### config.mk
export PLATFORM = sky130hd
export DESIGN_NAME = nl_lut_loader_flat
export DESIGN_NICKNAME = d
export VERILOG_FILES = /design/src/rtl/nl_lut_loader_if.sv /design/src/rtl/nl_lut_loader.sv /design/src/flat_wrapper.sv
export SDC_FILE = /design/constraint.sdc
export NUM_CORES = 1
export LEC_CHECK = 0
export BUFFER_PORTS_ARGS = -buffer_cell sky130_fd_sc_hd__buf_2
export CORE_MARGIN = 8
export CORE_UTILIZATION = 38
export CTS_CLUSTER_SIZE = 40
export DETAILED_ROUTE_END_ITERATION = 12
export GPL_TIMING_DRIVEN = 1
export PLACE_DENSITY_LB_ADDON = 0.05
export REMOVE_ABC_BUFFERS = 1
export SLEW_MARGIN = 10
export SYNTH_ARGS = -nofsm -noshare
export SYNTH_HDL_FRONTEND = slang
export SYNTH_SLANG_ARGS = --single-unit
### constraint.sdc
create_clock -name clk -period 2.7 [get_ports clk]
set_clock_uncertainty 0.15 [all_clocks]
set_input_delay 0.405 -clock clk [delete_from_list [all_inputs] [get_ports clk]]
set_output_delay 0.405 -clock clk [all_outputs]
set_load 0.02 [all_outputs]
### src/rtl/nl_lut_loader_if.sv
// -----------------------------------------------------------------------------
// nl_lut_loader_if
// Bus bundle between the LUT loader and its two neighbours: the parameter
// memory (read strobe, word address, read data returned one cycle later) and
// the nonlinear unit's external LUT write port (strobe, entry address, data).
//   master : the loader side (drives the read request and the LUT write port)
//   slave  : the memory / LUT side (returns read data, receives the writes)
// -----------------------------------------------------------------------------
interface nl_lut_loader_if #(
    parameter int LUT_ADDR       = 6,
    parameter int LUT_DATA_WIDTH = 16,
    parameter int MEM_DATA_WIDTH = 32,
    parameter int MEM_ADDR       = 10
);
    logic                      mem_rd_en;
    logic [MEM_ADDR-1:0]       mem_rd_addr;
    logic [MEM_DATA_WIDTH-1:0] mem_rd_data;
    logic                      wr_en_ext_lut;
    logic [LUT_ADDR-1:0]       wr_addr_ext_lut;
    logic [LUT_DATA_WIDTH-1:0] wr_data_ext_lut;

    modport master (
        output mem_rd_en, mem_rd_addr,
        input  mem_rd_data,
        output wr_en_ext_lut, wr_addr_ext_lut, wr_data_ext_lut
    );

    modport slave (
        input  mem_rd_en, mem_rd_addr,
        output mem_rd_data,
        input  wr_en_ext_lut, wr_addr_ext_lut, wr_data_ext_lut
    );
endinterface

### src/rtl/nl_lut_loader.sv
// -----------------------------------------------------------------------------
// nl_lut_loader
// Config stage for the sigmoid/tanh nonlinear unit. A start pulse latches a
// base word address and an entry count (clamped to LUT_SIZE); the loader then
// fetches packed words from parameter memory, splits each into EPW signed
// entries (lowest slice first) and writes them one per cycle into the LUT.
// Writes stall while the nonlinear unit is running; memory fetches do not.
// Ports:
//   clk                      rising-edge clock
//   reset                    asynchronous active-low reset
//   start_load_i             one-cycle request, honoured only in IDLE
//   base_addr_i              memory word address of entry 0
//   num_entries_i            entries to load
//   enable_nonlinear_block_i high = nonlinear unit active, LUT writes hold
//   bus                      memory read port + LUT write port (master)
//   busy_o                   high whenever not IDLE
//   load_done_o              one-cycle pulse after the last write / empty load
// -----------------------------------------------------------------------------
module nl_lut_loader #(
    parameter int LUT_ADDR       = 6,
    parameter int LUT_SIZE       = 58,
    parameter int LUT_DATA_WIDTH = 16,
    parameter int MEM_DATA_WIDTH = 32,
    parameter int MEM_ADDR       = 10
) (
    input  logic                clk,
    input  logic                reset,
    input  logic                start_load_i,
    input  logic [MEM_ADDR-1:0] base_addr_i,
    input  logic [LUT_ADDR:0]   num_entries_i,
    input  logic                enable_nonlinear_block_i,
    nl_lut_loader_if.master     bus,
    output logic                busy_o,
    output logic                load_done_o
);
    localparam int EPW   = MEM_DATA_WIDTH / LUT_DATA_WIDTH;
    localparam int SUB_W = (EPW > 1) ? $clog2(EPW) : 1;
    localparam logic [SUB_W-1:0]  LAST_SUB = SUB_W'(EPW - 1);
    localparam logic [LUT_ADDR:0] MAX_CNT  = (LUT_ADDR + 1)'(LUT_SIZE);

    localparam logic [2:0] S_IDLE   = 3'd0;
    localparam logic [2:0] S_REQ    = 3'd1;
    localparam logic [2:0] S_WAIT   = 3'd2;
    localparam logic [2:0] S_UNPACK = 3'd3;
    localparam logic [2:0] S_DONE   = 3'd4;

    logic [2:0]                state_q,    state_d;
    logic [MEM_ADDR-1:0]       base_q,     base_d;
    logic [LUT_ADDR:0]         cnt_q,      cnt_d;
    logic [LUT_ADDR:0]         entry_q,    entry_d;
    logic [MEM_ADDR-1:0]       word_idx_q, word_idx_d;
    logic [SUB_W-1:0]          sub_q,      sub_d;
    logic [MEM_DATA_WIDTH-1:0] word_q,     word_d;

    logic [LUT_ADDR:0]         cnt_clamped;
    logic [LUT_ADDR:0]         entry_inc;
    logic                      wr_fire;
    logic [LUT_DATA_WIDTH-1:0] slices [EPW];

    // Word split into its entries; slice 0 is the least significant one.
    for (genvar gi = 0; gi < EPW; gi++) begin : g_slice
        assign slices[gi] = word_q[gi*LUT_DATA_WIDTH +: LUT_DATA_WIDTH];
    end

    assign cnt_clamped = (num_entries_i > MAX_CNT) ? MAX_CNT : num_entries_i;
    assign entry_inc   = entry_q + 1'b1;
    assign wr_fire     = (state_q == S_UNPACK) && !enable_nonlinear_block_i;

    always_comb begin
        state_d    = state_q;
        base_d     = base_q;
        cnt_d      = cnt_q;
        entry_d    = entry_q;
        word_idx_d = word_idx_q;
        sub_d      = sub_q;
        word_d     = word_q;
        case (state_q)
            S_IDLE: begin
                if (start_load_i) begin
                    base_d     = base_addr_i;
                    cnt_d      = cnt_clamped;
                    entry_d    = '0;
                    word_idx_d = '0;
                    sub_d      = '0;
                    state_d    = (cnt_clamped == '0) ? S_DONE : S_REQ;
                end
            end
            S_REQ:  state_d = S_WAIT;
            S_WAIT: begin
                word_d  = bus.mem_rd_data;
                state_d = S_UNPACK;
            end
            S_UNPACK: begin
                // While stalled nothing moves; the current entry stays presented.
                if (wr_fire) begin
                    entry_d = entry_inc;
                    if (entry_inc == cnt_q) begin
                        state_d = S_DONE;
                    end else if (sub_q == LAST_SUB) begin
                        sub_d      = '0;
                        word_idx_d = word_idx_q + 1'b1;
                        state_d    = S_REQ;
                    end else begin
                        sub_d = sub_q + 1'b1;
                    end
                end
            end
            S_DONE:  state_d = S_IDLE;
            default: state_d = S_IDLE;
        endcase
    end

    always_ff @(posedge clk or negedge reset) begin
        if (!reset) begin
            state_q    <= S_IDLE;
            base_q     <= '0;
            cnt_q      <= '0;
            entry_q    <= '0;
            word_idx_q <= '0;
            sub_q      <= '0;
            word_q     <= '0;
        end else begin
            state_q    <= state_d;
            base_q     <= base_d;
            cnt_q      <= cnt_d;
            entry_q    <= entry_d;
            word_idx_q <= word_idx_d;
            sub_q      <= sub_d;
            word_q     <= word_d;
        end
    end

    always_comb begin
        bus.mem_rd_en       = 1'b0;
        bus.mem_rd_addr     = '0;
        bus.wr_en_ext_lut   = 1'b0;
        bus.wr_addr_ext_lut = '0;
        bus.wr_data_ext_lut = '0;
        if (state_q == S_REQ) begin
            bus.mem_rd_en   = 1'b1;
            bus.mem_rd_addr = base_q + word_idx_q;   // wraps modulo 2^MEM_ADDR
        end
        if (state_q == S_UNPACK) begin
            bus.wr_en_ext_lut   = !enable_nonlinear_block_i;
            bus.wr_addr_ext_lut = entry_q[LUT_ADDR-1:0];
            bus.wr_data_ext_lut = slices[sub_q];
        end
    end

    assign busy_o      = (state_q != S_IDLE);
    assign load_done_o = (state_q == S_DONE);
endmodule
### src/flat_wrapper.sv
// flat-port wrapper written by rule: the top's interface ports become plain ports
module nl_lut_loader_flat 
#(
    parameter int LUT_ADDR       = 6,
    parameter int LUT_SIZE       = 58,
    parameter int LUT_DATA_WIDTH = 16,
    parameter int MEM_DATA_WIDTH = 32,
    parameter int MEM_ADDR       = 10
)
  (clk, reset, start_load_i, base_addr_i, num_entries_i, enable_nonlinear_block_i, busy_o, load_done_o, bus_mem_rd_en, bus_mem_rd_addr, bus_mem_rd_data, bus_wr_en_ext_lut, bus_wr_addr_ext_lut, bus_wr_data_ext_lut);
  nl_lut_loader_if #(.LUT_ADDR(LUT_ADDR), .LUT_DATA_WIDTH(LUT_DATA_WIDTH), .MEM_DATA_WIDTH(MEM_DATA_WIDTH), .MEM_ADDR(MEM_ADDR)) bus_i ();
  input  logic clk;
  input  logic reset;
  input  logic start_load_i;
  input  logic [MEM_ADDR-1:0] base_addr_i;
  input  logic [LUT_ADDR:0] num_entries_i;
  input  logic enable_nonlinear_block_i;
  output logic busy_o;
  output logic load_done_o;
  output wire logic [$bits(bus_i.mem_rd_en)-1:0] bus_mem_rd_en;
  output wire logic [$bits(bus_i.mem_rd_addr)-1:0] bus_mem_rd_addr;
  input wire logic [$bits(bus_i.mem_rd_data)-1:0] bus_mem_rd_data;
  output wire logic [$bits(bus_i.wr_en_ext_lut)-1:0] bus_wr_en_ext_lut;
  output wire logic [$bits(bus_i.wr_addr_ext_lut)-1:0] bus_wr_addr_ext_lut;
  output wire logic [$bits(bus_i.wr_data_ext_lut)-1:0] bus_wr_data_ext_lut;
  assign bus_mem_rd_en = bus_i.mem_rd_en;
  assign bus_mem_rd_addr = bus_i.mem_rd_addr;
  assign bus_i.mem_rd_data = bus_mem_rd_data;
  assign bus_wr_en_ext_lut = bus_i.wr_en_ext_lut;
  assign bus_wr_addr_ext_lut = bus_i.wr_addr_ext_lut;
  assign bus_wr_data_ext_lut = bus_i.wr_data_ext_lut;
  nl_lut_loader #(.LUT_ADDR(LUT_ADDR), .LUT_SIZE(LUT_SIZE), .LUT_DATA_WIDTH(LUT_DATA_WIDTH), .MEM_DATA_WIDTH(MEM_DATA_WIDTH), .MEM_ADDR(MEM_ADDR)) u_core (.clk(clk), .reset(reset), .start_load_i(start_load_i), .base_addr_i(base_addr_i), .num_entries_i(num_entries_i), .enable_nonlinear_block_i(enable_nonlinear_block_i), .bus(bus_i), .busy_o(busy_o), .load_done_o(load_done_o));
endmodule
==> results of run 1 <==
-- metrics by stage --
step / setup TNS (ns) / cells / setup slack (ns) / hold WS (ns) / instance area [um^2]
finish: -0.212 / 630 / -0.106 / 0.0905 / 4860
global route: -0.787 / 630 / -0.284 / 0.0865 / 4860
CTS: -0.355 / 628 / -0.155 / 0.0764 / 4810
detailed placement: 0 / 606 / 0.0802 / 0.306 / 4510
global placement: 0 / 606 / 0.115 / 0.316 / 4510
floorplan: -29.21 / 371 / -0.913 / -0.0406 / 3790
-- routing by layer --
| layer | routed length [um] | vias up | part of all wire (%) | GRT usage, % |
|---|---|---|---|---|
| met2 | 4420 | 73 | 46 | 24.1 |
| met3 | 602 | 10 | 6.3 | 4.10 |
| met5 | 0 | - | 0 | 0 |
| met4 | 107 | 0 | 1.1 | 5.63 |
| li1 | - | 1548 | - | - |
| met1 | 4490 | 1512 | 47 | 19.1 |
-- worst max-delay path, delay by kind of cell (launching register included) --
kind	cells	cell delay [ns]
compound gates	4	0.47
xor+xnor	1	0.12
fa+ha+maj	2	0.55
buf+inv	2	0.21
flops	1	0.36
simple gates	2	0.19
-- final timing paths --
check	from	end	slack, ns	cells past startpoint
worst min register to register	u_core.base_q[8]	u_core.base_q[8]	0.34	2
min in group asynchronous	reset	u_core.base_q[6]	0.46	2
worst max-delay path	u_core.word_idx_q[0]	bus_mem_rd_addr[8]	-0.11	11
max in group asynchronous	reset	u_core.word_q[27]	1.28	3
worst min-delay path	base_addr_i[7]	u_core.base_q[7]	0.09	3
worst max register to register	u_core.entry_q[0]	u_core.word_idx_q[6]	0.29	8
-- sequential cells by signal, indices dropped and copies added, names as in the netlist --
name,count
u_core.cnt_q,7
u_core.base_q,10
u_core.sub_q,1
u_core.state_q,3
u_core.entry_q,7
u_core.word_q,32
u_core.word_idx_q,10
-- final cells by class --
cell class                      count  area (um^2)  area share (%)
Multi-Input combinational cell    286         2040            42.0
Sequential cell                    70         1750            36.0
Timing Repair Buffer              107          618            12.7
Tap cell                          136          170            3.50
Clock buffer                       10          128            2.62
Clock inverter                      6         93.8            1.93
Inverter                           15         56.3            1.16
-- cells in the final DEF (no fill, tap or decap), types with 3 or more instances in the layout --
| cell | netlist | final |
|---|---|---|
| sky130_fd_sc_hd__o211ai_1 | 5 | 5 |
| sky130_fd_sc_hd__clkbuf_8 | 0 | 9 |
| sky130_fd_sc_hd__and2_1 | 8 | 8 |
| sky130_fd_sc_hd__o21ai_0 | 17 | 15 |
| sky130_fd_sc_hd__dfrtp_1 | 70 | 70 |
| sky130_fd_sc_hd__nor2b_1 | 5 | 4 |
| sky130_fd_sc_hd__xnor2_1 | 9 | 9 |
| sky130_fd_sc_hd__xor2_1 | 3 | 3 |
| sky130_fd_sc_hd__nand2_1 | 50 | 50 |
| sky130_fd_sc_hd__o21a_1 | 3 | 3 |
| sky130_fd_sc_hd__mux2_2 | 32 | 32 |
| sky130_fd_sc_hd__nor3_1 | 6 | 6 |
| sky130_fd_sc_hd__nor3_2 | 3 | 3 |
| sky130_fd_sc_hd__a21oi_1 | 12 | 8 |
| sky130_fd_sc_hd__nor2_1 | 41 | 40 |
| sky130_fd_sc_hd__or2_2 | 4 | 4 |
| sky130_fd_sc_hd__ha_1 | 11 | 10 |
| sky130_fd_sc_hd__buf_2 | 4 | 85 |
| sky130_fd_sc_hd__a22o_1 | 3 | 3 |
| sky130_fd_sc_hd__o31ai_1 | 6 | 6 |
| sky130_fd_sc_hd__inv_1 | 15 | 14 |
| sky130_fd_sc_hd__nand3_1 | 9 | 9 |
| sky130_fd_sc_hd__nor3b_1 | 4 | 3 |
| sky130_fd_sc_hd__a21oi_2 | 0 | 4 |
| sky130_fd_sc_hd__mux2i_1 | 22 | 22 |
| sky130_fd_sc_hd__buf_4 | 0 | 19 |
-- kinds of logic after synthesis --
family	Yosys count	synth area share, %
adder cells (fa/ha/maj)	12	4.08
flip-flops	70	45.4
multiplexers	54	15.0
XOR/XNOR	12	2.72
AND/OR/NAND/NOR	147	18.3
AO/OA/AOI/OAI	61	11.1
buffers and inverters	32	3.43
-- cell usage after synthesis, drive strengths merged, types with 2 or more instances --
| master | instances | area share, % |
|---|---|---|
| o21ai | 17 | 2.2 |
| nor3 | 9 | 1.6 |
| nand2 | 50 | 4.9 |
| a21oi | 12 | 1.6 |
| and3 | 4 | 0.81 |
| o21a | 3 | 0.58 |
| and2 | 8 | 1.3 |
| o22ai | 3 | 0.49 |
| dfrtp | 70 | 45 |
| nor3b | 4 | 0.78 |
| a211o | 2 | 0.45 |
| nand4 | 2 | 0.32 |
| clkbuf | 11 | 1.1 |
| nand2b | 2 | 0.32 |
| o211ai | 5 | 0.97 |
| mux2 | 32 | 9.3 |
| inv | 15 | 1.5 |
| nor2 | 42 | 4.1 |
| o31ai | 6 | 1.2 |
| or2 | 4 | 0.65 |
| nor2b | 5 | 0.81 |
| nand3 | 10 | 1.4 |
| xnor2 | 9 | 2.0 |
| or3 | 2 | 0.32 |
| ha | 11 | 3.6 |
| a31oi | 2 | 0.32 |
| buf | 6 | 0.91 |
| a22o | 3 | 0.68 |
| xor2 | 3 | 0.68 |
| mux2i | 22 | 5.7 |
-- report_power, final --
| part | switching (uW) | leakage, uW | internal, uW | total [uW] |
|---|---|---|---|---|
| sequential | 296 | 0.000858 | 1470 | 1760 |
| clock | 431 | 0.000107 | 529 | 960 |
| combinational | 1350 | 0.00135 | 1090 | 2440 |
| total | 2070 | 0.00231 | 3090 | 5160 |
-- what timing repair did --
action,in CTS,in global routing
pin swaps,8,11
setup buffers,5,2
endpoints found under the hold margin,25,0
hold buffers,1,0
resized for setup,13,8
setup endpoints to repair,5,6
==> impl_table.tex, run 1 <==
\begin{tabular}{lr}
\hline
Metric & Value \\
\hline
\multicolumn{2}{l}{\textbf{Yosys}} \\
\quad Number of distinct library cell variants in the gate-level netlist after synthesis & just over 50 \\
\quad Synthesized instance count & about 390 \\
\quad Mapped Area & between 3000 and 4000 um\^{}2 \\
\quad Number of enable-type register cells in the synthesized netlist & 0 \\
\quad Primary FF master, synth & sky130\_fd\_sc\_hd\_\_dfrtp\_1 \\
\quad Synthesized area divided by synthesized cell count & 9.95 um\^{}2 \\
\quad Flip-flop and latch count after synthesis & 70 \\
\quad Share of the yosys chip area belonging to registers & about 45\% \\
\quad Yosys synthesis warning count & 0 \\
\quad Async S/R FF share, synth & between 90\% and 100\% \\
\multicolumn{2}{l}{\textbf{Drt}} \\
\quad Number of search-and-repair iterations in the first detailed-routing pass & 4 \\
\quad Number of DRC markers after the initial detailed-route iteration & 141 \\
\quad Total Routed Length & slightly below 10,000 um \\
\quad Count of unresolved DRC violations after routing & 0 \\
\quad Routed vias/inst & 4.99 \\
\quad Antenna Nets Post-Route & 0 \\
\quad Total number of vias & 3,143 \\
\quad Routed wire length per instance & approximately 15 um \\
\multicolumn{2}{l}{\textbf{Placement}} \\
\quad I/O Buffers & 88 \\
\quad Global placement routability congestion & around 0.79 \\
\quad Dpl hpwl & between 6000 and 7000 um \\
\multicolumn{2}{l}{\textbf{STA}} \\
\quad Worst-case setup margin in the final layout & -0.106 ns \\
\quad Worst slew pin tran & between 0.6 and 0.7 ns \\
\quad Achievable clock frequency & around 0.36 GHz \\
\quad Final setup violation count & 3 \\
\quad Final worst path period share & 104\% \\
\quad Worst slew margin relative to its limit & 58.6\% \\
\quad Minimum clock period & 2.81 ns \\
\quad Final number of max-transition violations & 0 \\
\quad RSZ-0062 raised after global routing & yes \\
\quad Count of endpoints failing hold in the final timing report & 0 \\
\multicolumn{2}{l}{\textbf{CTS}} \\
\quad CTS sink cnt & 70 \\
\quad Master cell of the clock root buffer & sky130\_fd\_sc\_hd\_\_clkbuf\_8 \\
\quad Clock network latency to the later pin of the worst-skew pair & 0.34 ns \\
\quad CTS clk-pin slew, worst paths & about 0.08 ns \\
\quad H-tree Lvls & 3 \\
\quad Number of buffers created by CTS & 9 \\
\quad Max Root-Sink Buffers & 2 \\
\quad TritonCTS clock tree & built \\
\multicolumn{2}{l}{\textbf{GRT}} \\
\quad Number of antenna violations at the first check in global routing & 0 \\
\quad GR Util All Layers & $\sim$15\% \\
\quad Grt ovf & 0 \\
\quad First-pass GRT wire length & about 16,000 um \\
\quad Largest net degree at the start of global routing & 46 \\
\quad Via count of the first global-routing pass & between 3,000 and 4,000 \\
\multicolumn{2}{l}{\textbf{Cells and area}} \\
\quad Layout cells sized above 1 & 36.8\% \\
\quad Antenna cells & 0 \\
\quad Share of the core filled with cells & between 40\% and 50\% \\
\quad Number of inserted filler cells in the final layout & approximately 1,000 \\
\quad Total number of nets in the final design & 554 \\
\quad Area growth from synthesis to layout & 25.9\% \\
\multicolumn{2}{l}{\textbf{Setup path}} \\
\quad Worst EP required & roughly 2.1 ns \\
\quad Standard cell with the maximum stage delay on the critical path & sky130\_fd\_sc\_hd\_\_dfrtp\_1 \\
\quad Crit path max fanout & 2 \\
\quad Endpoint class of the critical path & output pin \\
\quad Cells along the critical path & ha\_2 -> inv\_2 -> fa\_2 -> nor2b\_4 -> o21ai\_2 -> a21oi\_2 -> o21ai\_2 -> a21oi\_2 -> xnor2\_1 -> nor2\_1 -> buf\_4 \\
\quad Maximum single-stage delay on the critical path & 0.36 ns \\
\quad Endpoint arrival time on the critical path & about 2.3 ns \\
\quad Classification of the worst setup path & register to output pin \\
\quad Type of origin of the critical path & register \\
\multicolumn{2}{l}{\textbf{Power}} \\
\quad Power density of the placed cells & 1060 nW/um\^{}2 \\
\quad Static power due to leakage & about 0.0023 uW \\
\quad Peak VDD IR & 0.000486 V \\
\quad Power consumption & just over 5000 uW \\
\multicolumn{2}{l}{\textbf{Die}} \\
\quad Effective utilization at floorplan & between 30\% and 40\% \\
\quad Placeable core area & between 10,000 and 15,000 um\^{}2 \\
\quad Top-level port count & 89 \\
\quad Die width & $\sim$120 um \\
\quad Standard-cell rows & 37 \\
\quad Overall die area & approximately 14,000 um\^{}2 \\
\quad Die span in y & about 120 um \\
\multicolumn{2}{l}{\textbf{Hold path}} \\
\quad Path type of the worst min-delay path & primary input to register \\
\multicolumn{2}{l}{\textbf{Status}} \\
\quad Outcome & finished with violations \\
\quad Violations in the final reports & setup timing \\
\multicolumn{2}{l}{\textbf{Run}} \\
\quad Max-cap violations & 0 \\
\hline
\end{tabular}
No activity file was read; power rests on OpenSTA's default activity.
==> run 2: changes to the inputs <==
--- a/config.mk
+++ b/config.mk
@@ -5,6 +5,7 @@
 export SDC_FILE = /design/constraint.sdc
 export NUM_CORES = 1
 export LEC_CHECK = 0
+export ABC_AREA = 1
 export BUFFER_PORTS_ARGS = -buffer_cell sky130_fd_sc_hd__buf_2
 export CORE_MARGIN = 8
 export CORE_UTILIZATION = 38
==> impl_table.tex, run 2 <==
\begin{tabular}{lr}
\hline
Metric & Value \\
\hline
\multicolumn{2}{l}{\textbf{Status}} \\
\quad Outcome & finished, final reports clean \\
\multicolumn{2}{l}{\textbf{Cells and area}} \\
\quad Antenna cells & 0 \\
\quad Area growth from synthesis to layout & 24.3\% \\
\quad Biggest register & u\_core.word\_q \\
\quad Commonest non-fill, non-tap cell in the layout & sky130\_fd\_sc\_hd\_\_nand2\_1 \\
\quad Most used cells in the layout excluding fill and tap cells & sky130\_fd\_sc\_hd\_\_nand2\_1 (272), sky130\_fd\_sc\_hd\_\_buf\_2 (85), sky130\_fd\_sc\_hd\_\_dfrtp\_1 (65), sky130\_fd\_sc\_hd\_\_inv\_1 (62), sky130\_fd\_sc\_hd\_\_nor2\_1 (32) \\
\quad Non-Filler Cell Area, Final & between 5000 and 6000 um\^{}2 \\
\quad Layout cells sized above 1 & around 22\% \\
\quad Flip-flop count of the largest register after layout & 32 \\
\quad Total number of nets in the final design & 743 \\
\quad Number of inserted filler cells in the final layout & about 1,100 \\
\quad Top Registers & u\_core.word\_q x32, u\_core.base\_q x10, u\_core.word\_idx\_q x10 \\
\multicolumn{2}{l}{\textbf{Placement}} \\
\quad Cell area after placement & around 4700 um\^{}2 \\
\quad Global placement routability congestion & about 0.84 \\
\quad I/O Buffers & roughly 90 \\
\quad Place WS & $\sim$0.18 ns \\
\quad Dpl hpwl & 7530 um \\
\multicolumn{2}{l}{\textbf{GRT}} \\
\quad GR Util All Layers & between 10\% and 20\% \\
\quad Largest net degree at the start of global routing & between 70 and 80 \\
\quad Via count of the first global-routing pass & 4,031 \\
\quad First-pass GRT wire length & 18,700 um \\
\quad Grt ovf & 0 \\
\quad Number of antenna violations at the first check in global routing & 0 \\
\multicolumn{2}{l}{\textbf{CTS}} \\
\quad Max Root-Sink Buffers & 2 \\
\quad H-tree Lvls & 3 \\
\quad Clock network latency to the later pin of the worst-skew pair & roughly 0.35 ns \\
\quad CTS sink cnt & 70 \\
\quad Master cell of the clock root buffer & sky130\_fd\_sc\_hd\_\_clkbuf\_8 \\
\quad Number of buffers created by CTS & 9 \\
\quad TritonCTS clock tree & built \\
\quad CTS clk-pin slew, worst paths & about 0.080 ns \\
\multicolumn{2}{l}{\textbf{STA}} \\
\quad Final number of max-transition violations & 0 \\
\quad Worst-case setup margin in the final layout & between 0.03 and 0.04 ns \\
\quad Final setup violation count & 0 \\
\quad Worst slew pin tran & between 0.5 and 0.6 ns \\
\quad Minimum clock period & 2.66 ns \\
\quad Achievable clock frequency & 0.376 GHz \\
\quad Final worst path period share & 98.5\% \\
\quad Worst slew margin relative to its limit & 60.5\% \\
\quad RSZ-0062 raised after global routing & yes \\
\quad Count of endpoints failing hold in the final timing report & 0 \\
\multicolumn{2}{l}{\textbf{Setup path}} \\
\quad Classification of the worst setup path & register to output pin \\
\quad Worst EP required & between 2 and 2.5 ns \\
\quad Crit path max fanout & 4 \\
\quad Endpoint class of the critical path & output pin \\
\quad Cells along the critical path & ha\_4 -> inv\_2 -> fa\_2 -> inv\_2 -> a21oi\_2 -> o21bai\_2 -> nand2\_1 -> nand2\_1 -> a21oi\_2 -> o21ai\_1 -> a21oi\_1 -> buf\_4 \\
\quad Maximum single-stage delay on the critical path & approximately 0.4 ns \\
\quad Standard cell with the maximum stage delay on the critical path & sky130\_fd\_sc\_hd\_\_dfrtp\_1 \\
\quad Type of origin of the critical path & register \\
\quad Endpoint arrival time on the critical path & approximately 2.1 ns \\
\multicolumn{2}{l}{\textbf{Die}} \\
\quad Top-level port count & between 80 and 90 \\
\quad Die span in y & roughly 120 um \\
\quad Standard-cell rows & 37 \\
\quad Effective utilization at floorplan & between 30\% and 40\% \\
\quad Placeable core area & 10,300 um\^{}2 \\
\quad Die width & $\sim$120 um \\
\quad Overall die area & roughly 14,000 um\^{}2 \\
\multicolumn{2}{l}{\textbf{Yosys}} \\
\quad Yosys synthesis warning count & 0 \\
\quad Mapped Area & a little over 4000 um\^{}2 \\
\quad Async S/R FF share, synth & 100\% \\
\quad Share of the yosys chip area belonging to registers & between 40\% and 50\% \\
\quad Leading area contributor after synthesis & sky130\_fd\_sc\_hd\_\_dfrtp\_1 \\
\quad Number of distinct library cell variants in the gate-level netlist after synthesis & 33 \\
\quad Share of Yosys cell area claimed by the top area cell type & 43.4\% \\
\quad Most numerous cell types in the synthesized netlist & sky130\_fd\_sc\_hd\_\_nand2\_1 (272), sky130\_fd\_sc\_hd\_\_dfrtp\_1 (70), sky130\_fd\_sc\_hd\_\_inv\_1 (64), sky130\_fd\_sc\_hd\_\_nor2\_1 (32), sky130\_fd\_sc\_hd\_\_o21ai\_0 (23) \\
\quad Cell with the most instances after synthesis & sky130\_fd\_sc\_hd\_\_nand2\_1 \\
\quad Flip-flop and latch count after synthesis & 70 \\
\quad Main area contributors after synthesis & sky130\_fd\_sc\_hd\_\_dfrtp\_1 (43\%), sky130\_fd\_sc\_hd\_\_nand2\_1 (25\%), sky130\_fd\_sc\_hd\_\_inv\_1 (5.9\%), sky130\_fd\_sc\_hd\_\_ha\_1 (3.4\%), sky130\_fd\_sc\_hd\_\_nor2\_1 (3.0\%) \\
\quad Primary FF master, synth & sky130\_fd\_sc\_hd\_\_dfrtp\_1 \\
\quad Synthesized area divided by synthesized cell count & roughly 7 um\^{}2 \\
\quad Synthesized instance count & between 500 and 600 \\
\quad Number of enable-type register cells in the synthesized netlist & 0 \\
\multicolumn{2}{l}{\textbf{Drt}} \\
\quad Antenna Nets Post-Route & 0 \\
\quad Number of DRC markers after the initial detailed-route iteration & around 230 \\
\quad Count of unresolved DRC violations after routing & 0 \\
\quad Total Routed Length & about 11,000 um \\
\quad Routed wire length per instance & around 13 um \\
\quad Total number of vias & 3,805 \\
\quad Number of search-and-repair iterations in the first detailed-routing pass & 4 \\
\quad Routed vias/inst & approximately 4.6 \\
\multicolumn{2}{l}{\textbf{Power}} \\
\quad Peak VDD IR & 0.000405 V \\
\quad Static power due to leakage & between 0.002 and 0.003 uW \\
\quad Power density of the placed cells & between 1000 and 1500 nW/um\^{}2 \\
\multicolumn{2}{l}{\textbf{Run}} \\
\quad Max-cap violations & 0 \\
\multicolumn{2}{l}{\textbf{Hold path}} \\
\quad Path type of the worst min-delay path & primary input to register \\
\hline
\end{tabular}
## run 2: final timing paths
| check | start | to | slack [ns] | depth (start not counted) |
|---|---|---|---|---|
| max reg2reg | u_core.state_q[2] | u_core.word_idx_q[1] | 0.34 | 6 |
| min | bus_mem_rd_data[20] | u_core.word_q[20] | 0.09 | 3 |
| min in group asynchronous | reset | u_core.entry_q[2] | 0.44 | 3 |
| max | u_core.base_q[0] | bus_mem_rd_addr[6] | 0.04 | 12 |
| min reg2reg | u_core.word_q[23] | u_core.word_q[23] | 0.32 | 2 |
| max in group asynchronous | reset | u_core.word_idx_q[8] | 1.60 | 3 |
## run 2: where the power goes
group	total (uW)	internal, uW	switching (uW)	leakage, uW
registers	1710	1450	262	0.000879
clock network	778	353	425	0.0000841
logic	2560	869	1700	0.00182
## run 2: what timing repair did
item,4_1_cts,5_1_grt
setup buffers,3,3
gates cloned,0,0
gates resized for setup,14,15
endpoints found under the hold margin,70,0
hold buffers,1,0
endpoints found under the setup margin,6,5
pin swaps,2,1
## run 2: logic make-up after synthesis
group / Yosys count / share of synthesized area, %
XOR/XNOR: 7 / 1.52
adder cells (fa/ha/maj): 12 / 3.90
buffers and inverters: 86 / 8.30
AO/OA/AOI/OAI: 54 / 7.40
AND/OR/NAND/NOR: 351 / 35.5
flip-flops: 70 / 43.4
## run 2: per-stage QoR
step | utilization, % | power (uW) | setup TNS [ns] | hold slack (ns) | instances
finish | 48.6 | 5060 | 0 | 0.0908 | 819
global placement | 45.1 | 4150 | 0 | 0.304 | 796
detailed placement | 45.1 | 4190 | 0 | 0.308 | 796
CTS | 47.8 | 5060 | 0 | 0.0750 | 816
global route | 48.6 | 5560 | -0.132 | 0.0829 | 819
floorplan | - | 3370 | 0 | -0.0406 | 563
## run 2: worst max-delay path, delay by kind of cell, from the launching register on
kind / cells / cell delay, ns
AO/OA/AOI/OAI: 5 / 0.45
adder cells (fa/ha/maj): 2 / 0.47
buffers and inverters: 3 / 0.28
flip-flops: 1 / 0.40
AND/OR/NAND/NOR: 2 / 0.15
## run 2: per-layer routing
metal	routed length (um)	vias to the layer above	GRT usage, %
met3	507	14	4.20
li1	-	2002	-
met5	0	-	0
met1	5100	1699	19.6
met2	4960	90	25.9
met4	201	0	5.93
## run 2: area by class of cell
type | instances | area (um^2) | area share (%)
multi-input combinational | 424 | 2080 | 41.4
clock inverter | 6 | 37.5 | 0.747
inverter | 69 | 259 | 5.16
sequential | 70 | 1760 | 35.0
timing repair buffer | 104 | 583 | 11.6
clock buffer | 10 | 138 | 2.74
tap | 136 | 170 | 3.39
==> run 3: changes to the inputs <==
--- a/config.mk
+++ b/config.mk
@@ -7,6 +7,7 @@
 export LEC_CHECK = 0
 export ABC_AREA = 1
 export BUFFER_PORTS_ARGS = -buffer_cell sky130_fd_sc_hd__buf_2
+export CORE_ASPECT_RATIO = 0.9
 export CORE_MARGIN = 8
 export CORE_UTILIZATION = 38
 export CTS_CLUSTER_SIZE = 40
==> impl_table.tex, run 3 (synthesized netlist as in run 2, its figures left out) <==
\begin{tabular}{lr}
\hline
Metric & Value \\
\hline
\multicolumn{2}{l}{\textbf{Status}} \\
\quad Outcome & finished, final reports clean \\
\multicolumn{2}{l}{\textbf{STA}} \\
\quad Worst slew pin tran & approximately 0.9 ns \\
\quad Count of endpoints failing hold in the final timing report & 0 \\
\quad RSZ-0062 raised after global routing & yes \\
\quad Worst slew margin relative to its limit & 39.9\% \\
\quad Worst hold slack & 0.0545 ns \\
\quad Final worst path period share & between 90 and 100\% \\
\quad Achievable clock frequency & 0.374 GHz \\
\quad Final setup violation count & 0 \\
\quad Minimum clock period & 2.67 ns \\
\quad Final number of max-transition violations & 0 \\
\quad Worst-case setup margin in the final layout & roughly 0.025 ns \\
\quad Setup\_tns & 0 ns \\
\multicolumn{2}{l}{\textbf{Power}} \\
\quad Static power due to leakage & $\sim$0.0029 uW \\
\quad Clock network power share & a little under a quarter \\
\quad Power share of the combinational group & roughly 46\% \\
\quad Internal power & between 3000 and 4000 uW \\
\quad Power density of the placed cells & around 1100 nW/um\^{}2 \\
\quad Sw frac & between 40\% and 50\% \\
\quad Sequential share of power & between 30\% and 40\% \\
\quad Peak VDD IR & approximately 0.00057 V \\
\quad Total net switching power & around 2400 uW \\
\multicolumn{2}{l}{\textbf{GRT}} \\
\quad First-pass GRT wire length & roughly 19,000 um \\
\quad Largest net degree at the start of global routing & 37 \\
\quad GR Util All Layers & 15.5\% \\
\quad Number of antenna violations at the first check in global routing & 0 \\
\quad Grt ovf & 0 \\
\quad Via count of the first global-routing pass & approximately 4,000 \\
\multicolumn{2}{l}{\textbf{Run}} \\
\quad Max-cap violations & 0 \\
\multicolumn{2}{l}{\textbf{CTS}} \\
\quad Cts-stage hold buffer count & 0 \\
\quad CTS sink cnt & 70 \\
\quad TritonCTS clock tree & built \\
\quad Master cell of the clock root buffer & sky130\_fd\_sc\_hd\_\_clkbuf\_16 \\
\quad Number of buffers created by CTS & 9 \\
\quad Clock network latency to the later pin of the worst-skew pair & around 0.32 ns \\
\quad Max Root-Sink Buffers & 2 \\
\quad H-tree Lvls & 3 \\
\quad CTS clk-pin slew, worst paths & about 0.060 ns \\
\multicolumn{2}{l}{\textbf{Placement}} \\
\quad Global placement routability congestion & between 0.8 and 0.9 \\
\quad I/O Buffers & 88 \\
\quad Dpl hpwl & about 7600 um \\
\quad Place WS & $\sim$0.18 ns \\
\multicolumn{2}{l}{\textbf{Drt}} \\
\quad Total number of vias & roughly 3,800 \\
\quad Routed vias/inst & 4.75 \\
\quad Antenna Nets Post-Route & 0 \\
\quad Count of unresolved DRC violations after routing & 0 \\
\quad Routed wire length per instance & around 13 um \\
\quad Number of DRC markers after the initial detailed-route iteration & between 150 and 200 \\
\quad Number of search-and-repair iterations in the first detailed-routing pass & 6 \\
\quad Total Routed Length & between 10,000 and 15,000 um \\
\multicolumn{2}{l}{\textbf{Cells and area}} \\
\quad Biggest register & u\_core.word\_q \\
\quad Share of the core filled with cells & 49.6\% \\
\quad Top Registers & u\_core.word\_q x32, u\_core.base\_q x10, u\_core.word\_idx\_q x10 \\
\quad Layout cells sized above 1 & roughly a fifth \\
\quad Commonest non-fill, non-tap cell in the layout & sky130\_fd\_sc\_hd\_\_nand2\_1 \\
\quad Area growth from synthesis to layout & 26.3\% \\
\quad Flip-flop count of the largest register after layout & 32 \\
\quad Total number of nets in the final design & roughly 740 \\
\quad Antenna cells & 0 \\
\quad Most used cells in the layout excluding fill and tap cells & sky130\_fd\_sc\_hd\_\_nand2\_1 (272), sky130\_fd\_sc\_hd\_\_buf\_2 (86), sky130\_fd\_sc\_hd\_\_dfrtp\_1 (69), sky130\_fd\_sc\_hd\_\_inv\_1 (62), sky130\_fd\_sc\_hd\_\_nor2\_1 (31) \\
\multicolumn{2}{l}{\textbf{Setup path}} \\
\quad Endpoint class of the critical path & output pin \\
\quad Worst EP required & 2.14 ns \\
\quad Type of origin of the critical path & register \\
\quad Classification of the worst setup path & register to output pin \\
\quad Crit path max fanout & 3 \\
\quad Endpoint arrival time on the critical path & roughly 2.1 ns \\
\multicolumn{2}{l}{\textbf{Die}} \\
\quad Standard-cell rows & 35 \\
\quad Effective utilization at floorplan & 39.3\% \\
\quad Top-level port count & 89 \\
\quad Overall die area & about 14,000 um\^{}2 \\
\quad Die width & roughly 120 um \\
\quad Placeable core area & just over 10,000 um\^{}2 \\
\quad Die span in y & 114 um \\
\multicolumn{2}{l}{\textbf{Hold path}} \\
\quad Path type of the worst min-delay path & primary input to asynchronous set/reset pin \\
\hline
\end{tabular}
==> run 3: power by group through the flow <==
stage	Sequential (uW)	Clock, uW	Combinational [uW]
2_1_floorplan	1670	0	1700
3_3_place_gp	1700	0	2490
3_5_place_dp	1710	0	2510
4_1_cts	1700	1360	2560
5_1_grt	1760	1400	2940
6_report	1710	1320	2560
==> run 3: repair_timing <==
item	4_1_cts	5_1_grt
gates cloned	0	0
gates resized for setup	10	13
setup endpoints to repair	4	5
setup buffers	1	1
hold endpoints to repair	0	0
pin swaps	3	8
==> run 3: per-layer routing <==
metal / wire length (um) / global-route usage [%] / vias to the layer above
li1: - / - / 1998
met1: 5130 / 19.5 / 1759
met2: 5120 / 25.8 / 75
met3: 444 / 4.45 / 6
met4: 63 / 3.37 / 0
met5: 0 / 0 / -
==> run 3: final timing paths <==
check                                      from  cells after the start  slack [ns]                    to
setup / recovery           u_core.word_idx_q[0]                     12        0.03    bus_mem_rd_addr[6]
hold / removal                            reset                      1        0.05     u_core.entry_q[0]
setup reg to reg              u_core.entry_q[0]                     11        0.44  u_core.word_idx_q[6]
hold reg to reg                u_core.word_q[6]                      2        0.32      u_core.word_q[6]
max in group asynchronous                 reset                      2        1.63  u_core.word_idx_q[2]
min in group clk            bus_mem_rd_data[17]                      3        0.13     u_core.word_q[17]
==> run 3: through the flow <==
stage               area (um^2)  power [uW]  std cells
floorplan                  3960        3370        563
global placement           4660        4180        790
detailed placement         4660        4220        790
CTS                        5040        5620        807
global route               5100        6090        808
finish                     5100        5580        808
==> run 3: final cells by class <==
cell class | instances | area [um^2]
Clock buffer | 13 | 270
Fill cell | 1091 | 5190
Clock inverter | 3 | 65.1
Tap cell | 129 | 161
Sequential cell | 70 | 1750
Timing Repair Buffer | 100 | 548
Inverter | 69 | 259
Multi-Input combinational cell | 424 | 2050
==> run 3: critical path, cell delays in order, from the launching register on <==
cell and delay, ns:
sky130_fd_sc_hd__dfrtp_1 0.35, sky130_fd_sc_hd__ha_2 0.19, sky130_fd_sc_hd__inv_2 0.04, sky130_fd_sc_hd__fa_2 0.33, sky130_fd_sc_hd__inv_2 0.07, sky130_fd_sc_hd__a21oi_2 0.05, sky130_fd_sc_hd__o21bai_2 0.16, sky130_fd_sc_hd__nand2_1 0.08
sky130_fd_sc_hd__nand2_1 0.08, sky130_fd_sc_hd__a21oi_2 0.06, sky130_fd_sc_hd__o21ai_1 0.15, sky130_fd_sc_hd__a21oi_1 0.06, sky130_fd_sc_hd__buf_4 0.16
